==> config.mk <==
export PLATFORM = sky130hd
export DESIGN_NAME = tile_path_animator
export DESIGN_NICKNAME = d
export VERILOG_FILES = /design/src/rtl/tile_board_pkg.sv /design/src/rtl/tile_coord_calc.sv /design/src/rtl/tile_path_animator.sv
export SDC_FILE = /design/constraint.sdc
export NUM_CORES = 1
export LEC_CHECK = 0
export ABC_CLOCK_PERIOD_IN_PS = 8800
export CORE_AREA = 2 2 113 115
export DETAILED_ROUTE_END_ITERATION = 10
export DIE_AREA = 0 0 115 117
export DONT_BUFFER_PORTS = 1
export GPL_ROUTABILITY_DRIVEN = 0
export MAX_ROUTING_LAYER = met4
export PLACE_DENSITY = 0.52
export SLEW_MARGIN = 40
export SYNTH_ARGS = -nofsm -noshare
export SYNTH_HDL_FRONTEND = slang
export SYNTH_HIERARCHICAL = 1
export SYNTH_SLANG_ARGS = --single-unit
==> constraint.sdc <==
create_clock -name clk -period 8.8 [get_ports clk]
set_input_delay 2.2 -clock clk [delete_from_list [all_inputs] [get_ports clk]]
set_output_delay 2.2 -clock clk [all_outputs]
set_load 0.01 [all_outputs]
==> src/rtl/tile_board_pkg.sv <==
// Shared board types for the tile path animator.
//   TILE_IDX_W   : width of a tile index (board of up to 32 tiles)
//   COORD_W      : width of a pixel coordinate (0..1023)
//   tile_idx_t   : tile index type
//   coord_t      : pixel coordinate type
//   anim_state_e : walk FSM state encoding (ST_IDLE/ST_LOAD/ST_WALK/ST_DONE)
package tile_board_pkg;

    localparam int TILE_IDX_W = 5;
    localparam int COORD_W    = 10;

    typedef logic [TILE_IDX_W-1:0] tile_idx_t;
    typedef logic [COORD_W-1:0]    coord_t;

    typedef logic [1:0] anim_state_e;
    localparam anim_state_e ST_IDLE = 2'd0;
    localparam anim_state_e ST_LOAD = 2'd1;
    localparam anim_state_e ST_WALK = 2'd2;
    localparam anim_state_e ST_DONE = 2'd3;

endpackage

==> src/rtl/tile_coord_calc.sv <==
// Combinational tile-index to pixel-coordinate mapping for one player.
// The board is serpentine: even rows run left-to-right, odd rows
// right-to-left. Rows advance downward; each player gets a fixed extra
// y offset so pieces sharing a tile stay visible.
//   tile : tile index of this player
//   x    : pixel x of the tile's column
//   y    : pixel y of the tile's row plus the player offset
module tile_coord_calc
    import tile_board_pkg::*;
#(
    parameter int COLS      = 10,
    parameter int TILE_W    = 60,
    parameter int TILE_H    = 60,
    parameter int X0        = 20,
    parameter int Y0        = 120,
    parameter int PLAYER_DY = 20,
    parameter int PLAYER    = 0
) (
    input  tile_idx_t tile,
    output coord_t    x,
    output coord_t    y
);

    int row;
    int c;
    int col;

    always_comb begin
        row = int'(tile) / COLS;
        c   = int'(tile) % COLS;
        // Odd rows are walked backwards, so mirror the column.
        col = row[0] ? (COLS - 1 - c) : c;
        x   = coord_t'(X0 + col * TILE_W);
        y   = coord_t'(Y0 + row * TILE_H + PLAYER * PLAYER_DY);
    end

endmodule

==> src/rtl/tile_path_animator.sv <==
// Owns every player's board position and animates dice moves one tile at
// a time, one tile per STEP_TICKS frame ticks.
//   clk, reset   : clock, asynchronous active-high reset
//   tick         : one-cycle frame pulse pacing the walk
//   move_valid/move_ready/move_player/move_steps : move request handshake;
//                  a move is accepted on a cycle where move_valid and
//                  move_ready are both high, and its fields are sampled only
//                  then. move_ready is high only while idle; requests made
//                  while busy are dropped, not queued.
//   busy         : walk in progress (LOAD or WALK)
//   done         : one-cycle pulse when a move completes
//   tile/at_goal : per-player tile index and goal flag (state registers)
//   x/y          : per-player registered pixel coordinates
module tile_path_animator
    import tile_board_pkg::*;
#(
    parameter int NUM_TILES   = 20,
    parameter int COLS        = 10,
    parameter int NUM_PLAYERS = 2,
    parameter int TILE_W      = 60,
    parameter int TILE_H      = 60,
    parameter int X0          = 20,
    parameter int Y0          = 120,
    parameter int PLAYER_DY   = 20,
    parameter int STEP_TICKS  = 8,
    localparam int PW = (NUM_PLAYERS > 1) ? $clog2(NUM_PLAYERS) : 1
) (
    input  logic                              clk,
    input  logic                              reset,
    input  logic                              tick,
    input  logic                              move_valid,
    output logic                              move_ready,
    input  logic [PW-1:0]                     move_player,
    input  logic [2:0]                        move_steps,
    output logic                              busy,
    output logic                              done,
    output logic [NUM_PLAYERS*TILE_IDX_W-1:0] tile,
    output logic [NUM_PLAYERS-1:0]            at_goal,
    output logic [NUM_PLAYERS*COORD_W-1:0]    x,
    output logic [NUM_PLAYERS*COORD_W-1:0]    y
);

    localparam int TW = (STEP_TICKS > 1) ? $clog2(STEP_TICKS) : 1;
    localparam tile_idx_t    GOAL      = tile_idx_t'(NUM_TILES - 1);
    localparam logic [TW-1:0] TICK_LAST = TW'(STEP_TICKS - 1);

    anim_state_e   state_q, state_d;
    logic [TW-1:0] tick_cnt_q, tick_cnt_d;
    logic [2:0]    rem_q, rem_d;
    logic [PW-1:0] player_q, player_d;
    logic [2:0]    steps_q, steps_d;
    tile_idx_t     tile_q [NUM_PLAYERS];
    tile_idx_t     tile_d [NUM_PLAYERS];
    coord_t        x_q    [NUM_PLAYERS];
    coord_t        x_d    [NUM_PLAYERS];
    coord_t        y_q    [NUM_PLAYERS];
    coord_t        y_d    [NUM_PLAYERS];

    logic      accept;
    logic      player_ok;
    tile_idx_t cur_tile;
    tile_idx_t room;

    // Tile of the latched player and remaining room before the goal.
    // An out-of-range player index selects nothing and is rejected in LOAD.
    always_comb begin
        accept    = move_valid && (state_q == ST_IDLE);
        player_ok = int'(player_q) < NUM_PLAYERS;
        cur_tile  = '0;
        for (int p = 0; p < NUM_PLAYERS; p++) begin
            if (int'(player_q) == p) cur_tile = tile_q[p];
        end
        room = GOAL - cur_tile;
    end

    always_comb begin
        state_d    = state_q;
        tick_cnt_d = tick_cnt_q;
        rem_d      = rem_q;
        player_d   = player_q;
        steps_d    = steps_q;
        tile_d     = tile_q;
        case (state_q)
            ST_IDLE: begin
                if (accept) begin
                    player_d = move_player;
                    steps_d  = move_steps;
                    state_d  = ST_LOAD;
                end
            end
            ST_LOAD: begin
                tick_cnt_d = '0;
                // Clamp to the goal: excess steps are simply dropped.
                if (!player_ok) begin
                    rem_d = 3'd0;
                end else if ({{(TILE_IDX_W-3){1'b0}}, steps_q} <= room) begin
                    rem_d = steps_q;
                end else begin
                    rem_d = room[2:0];
                end
                state_d = (rem_d == 3'd0) ? ST_DONE : ST_WALK;
            end
            ST_WALK: begin
                if (tick) begin
                    if (tick_cnt_q == TICK_LAST) begin
                        tick_cnt_d = '0;
                        rem_d      = rem_q - 3'd1;
                        for (int p = 0; p < NUM_PLAYERS; p++) begin
                            if (int'(player_q) == p) tile_d[p] = tile_q[p] + tile_idx_t'(1);
                        end
                        if (rem_q == 3'd1) state_d = ST_DONE;
                    end else begin
                        tick_cnt_d = tick_cnt_q + TW'(1);
                    end
                end
            end
            ST_DONE: state_d = ST_IDLE;
            default: state_d = ST_IDLE;
        endcase
    end

    always_ff @(posedge clk or posedge reset) begin
        if (reset) begin
            state_q    <= ST_IDLE;
            tick_cnt_q <= '0;
            rem_q      <= '0;
            player_q   <= '0;
            steps_q    <= '0;
            for (int p = 0; p < NUM_PLAYERS; p++) begin
                tile_q[p] <= '0;
                x_q[p]    <= coord_t'(X0);
                y_q[p]    <= coord_t'(Y0 + p * PLAYER_DY);
            end
        end else begin
            state_q    <= state_d;
            tick_cnt_q <= tick_cnt_d;
            rem_q      <= rem_d;
            player_q   <= player_d;
            steps_q    <= steps_d;
            for (int p = 0; p < NUM_PLAYERS; p++) begin
                tile_q[p] <= tile_d[p];
                x_q[p]    <= x_d[p];
                y_q[p]    <= y_d[p];
            end
        end
    end

    assign move_ready = (state_q == ST_IDLE);
    assign busy       = (state_q == ST_LOAD) || (state_q == ST_WALK);
    assign done       = (state_q == ST_DONE);

    for (genvar gp = 0; gp < NUM_PLAYERS; gp++) begin : g_player
        tile_coord_calc #(
            .COLS      (COLS),
            .TILE_W    (TILE_W),
            .TILE_H    (TILE_H),
            .X0        (X0),
            .Y0        (Y0),
            .PLAYER_DY (PLAYER_DY),
            .PLAYER    (gp)
        ) u_calc (
            .tile (tile_q[gp]),
            .x    (x_d[gp]),
            .y    (y_d[gp])
        );
        assign tile[gp*TILE_IDX_W +: TILE_IDX_W] = tile_q[gp];
        assign at_goal[gp]                       = (tile_q[gp] == GOAL);
        assign x[gp*COORD_W +: COORD_W]          = x_q[gp];
        assign y[gp*COORD_W +: COORD_W]          = y_q[gp];
    end

endmodule

==> metrics.md <==
| Metric | Value |
|---|---|
| Main combinational cell family by area after synthesis | adder cells |
| WP buf/inv | 6 |
| Placed insts | 616 |
| Maximum clock rate | 164 MHz |
| Die footprint | 13500 um^2 |
| Post CTS Setup Buffer Count | 0 |
| Place WS | 2.65 ns |
| ANT nets after route | 0 |
| Total CTS buffers | 9 |
| Crit. End Element | flip-flop |
| Post-Synth Simple-Gate Area | 11.7% |
| Leak Pwr | 2.46 nW |
| Crit path DAT | 6.37 ns |
| Detailed-placement wirelength estimate | 6910 um |
| Area grow syn2layout | 8.47% |
| Total clock sinks | 62 |
| FF-to-FF setup slack | 2.69 ns |
| Top FF cell, synth | dfrtp_1 |
| Skew final | 0.00461 ns |
| Area of the multi-input gates | 2830 um^2 |
| RSZ-0062 raised after global routing | false |
| Synth Area in Compound Gates | 12.5% |
| DR pass1 iterations | 4 |
| Crit-path max cell delay | 0.60 ns |
| Post-synthesis mux area share | 3.82% |
| Reg2Reg Depth | 26 |
| Max-slew violation count | 0 |
| Register Area | 1570 um^2 |
| Fill cells | 1194 |
| Crit path depth | 26 |
| Grt total ovfl | 0 |
| CP startpoint | tile[8] |
| Clk slew on worst S/H paths | 0.05 ns |
| Die H | 117 um |
| Status | finished, final reports clean |
| CTS tree | done |
| Period utilization | 69.5% |
| Max_slew headroom | 52.1% |
| Post-synthesis sequential area ratio | 32.7% |
| Hold Buf Count CTS | 0 |
| Starting density of the core | 38.9% |
| Final design utilization | 42.2% |
| Synth async-reset ratio | 100% |
| Count of different cell masters after synthesis | 78 |
| Largest net degree at the start of global routing | 41 |
| Total Neg Setup Slack | 0 ns |
| Mapped Area | 4780 um^2 |
| Post-route insts no fill | 632 |
| Adder-cell share of the synthesized area | 20.8% |
| Maxcap violations | 0 |
| Clk root buf | clkbuf_16 |
| Total power | 882 uW |
| Power Density | 170 nW/um^2 |
| Final worst slack | 2.69 ns |
| Final setup viols | 0 |
| Post-synth EDFFs | 0 |
| # IOs | 63 |
| Core footprint | 12300 um^2 |
| CP max-delay cell | dfrtp_1 |
| XOR/XNOR share of the synthesized area | 9.47% |
| Syn_area_per_cell | 10.1 um^2 |
| Synthesized flop and latch total | 62 |
| Worst Setup Start Kind | flip-flop |
| Vias per cell | 4.95 |
| Post-CTS Resized | 0 |
| DR DRC count | 0 |
| Vias in the first global route | 3157 |
| Min-delay worst type | flip-flop to flip-flop |
| Synthesized instance count | 476 |
| NumNets Final | 554 |
| Data required time of the worst path | 9.05 ns |
| H-tree depth | 3 |
| CTS max path bufs | 2 |
| Initial antenna violation count | 0 |
| Width of the die | 115 um |
| Gr usage total | 14.9% |
| Worst path most repeated cell | inv_1 |
| Worst Setup EP | x[19] |
| Layout cells sized above 1 | 12.9% |
| IO buf count | 0 |
| Final wirelength | 8810 um |
| Maximum vdd ir drop | 0.0764 mV |
| Drt wl/cell | 13.9 um |
| CP max FO | 15 |
| 1st-iter DRT viols | 86 |
| Critical R2R Launch | tile[8] |
| Worst slew pin tran | 0.718 ns |
| Fin crit period | 6.11 ns |
| Fin. Hold Viols | 0 |
| Ant diodes | 0 |
| YS warnings | 6 |
| First-pass GRT wire length | 15200 um |
| Cell family contributing the most delay on the critical path | adder cells |
| WS Path Type | flip-flop to flip-flop |
| Rows | 41 |
| Crit Reg-Reg Endpoint | x[19] |
| Vias post-DR | 3129 |
| Skew-Pair Late Insertion Delay | 0.33 ns |
## placed cells by master (no fill, tap or decap), drive strengths merged, types with 3 or more instances in the layout
cell / netlist / layout
nand3: 11 / 11
conb: 2 / 10
a32o: 3 / 3
nor2: 25 / 25
ha: 53 / 53
inv: 71 / 72
o211ai: 5 / 5
xnor2: 37 / 37
clkbuf: 1 / 9
nor2b: 3 / 3
nor3: 4 / 4
a21oi: 22 / 22
fa: 16 / 16
mux2: 8 / 8
nand2b: 5 / 5
dfrtp: 51 / 51
a31oi: 5 / 5
nand4: 9 / 9
a21o: 6 / 6
mux2i: 8 / 8
dfstp: 11 / 11
nand2: 25 / 25
o21a: 3 / 3
o21ai: 23 / 23
xor2: 10 / 10
o22ai: 4 / 4
and2: 3 / 3
## through the flow
step,instance area [um^2],hold WS [ns]
floorplan,4810,0.470
global placement,4870,0.479
detailed placement,4870,0.501
CTS,5190,0.513
global route,5190,0.552
finish,5190,0.505
## cell families (layout without fill, tap and decap cells)
group	after synthesis	after routing
flops	62	62
fa+ha+maj	70	70
simple gates	102	102
compound gates	86	86
mux	16	16
other cells	2	10
buf+inv	91	89
xor+xnor	47	47
## where the power goes
group	leakage, nW	internal (mW)	switching, mW
Clock	0.152	0.248	0.132
Combinational	1.52	0.0722	0.0837
Sequential	0.785	0.313	0.0336
## Yosys cell counts, types with 9 or more instances
library cell   n  share of area, %
fa_1          16               6.7
dfrtp_1       51                27
ha_1          53                14
nand3_1       10               1.0
dfstp_2       11               6.0
a21oi_1       21               2.2
buf_4         11               1.7
inv_1         68               5.3
xor2_1         9               1.6
xnor2_1       34               6.2
o21ai_0       17               1.8
nand2_1       23               1.8
nor2_1        23               1.8
## registers in the layout (all words and copies together), names as in the netlist
name        cells
rem_q           3
steps_q         3
x              20
tick_cnt_q      3
tile           10
state_q         2
y              20
player_q        1
## worst min-delay path by stage
stage / start / to / slack [ns] / cells past startpoint
after floorplan: tick_cnt_q[1] / tick_cnt_q[1] / 0.47 / 1
after global placement: tick_cnt_q[1] / tick_cnt_q[1] / 0.48 / 1
after detailed placement: tick_cnt_q[1] / tick_cnt_q[1] / 0.50 / 1
after CTS: tick_cnt_q[1] / tick_cnt_q[1] / 0.51 / 1
after global routing: tick_cnt_q[1] / tick_cnt_q[1] / 0.55 / 1
final: tick_cnt_q[1] / tick_cnt_q[1] / 0.51 / 1
## area by class of cell
cell class | instances | area share, %
clock buffer | 9 | 4.34
multi-input combinational | 331 | 54.4
timing repair buffer | 2 | 0.289
tap | 150 | 3.62
inverter | 71 | 5.28
sequential | 62 | 30.2
clock inverter | 7 | 1.88
## metal layers
metal / track usage, % / wire length [um] / up-vias
met2: 24.9 / 4360 / 52
met1: 17.1 / 3900 / 1488
li1: - / - / 1576
met4: 6.10 / 165 / 0
met3: 3.91 / 388 / 13
met5: - / 0 / -
No activity file was read; power rests on OpenSTA's default activity.
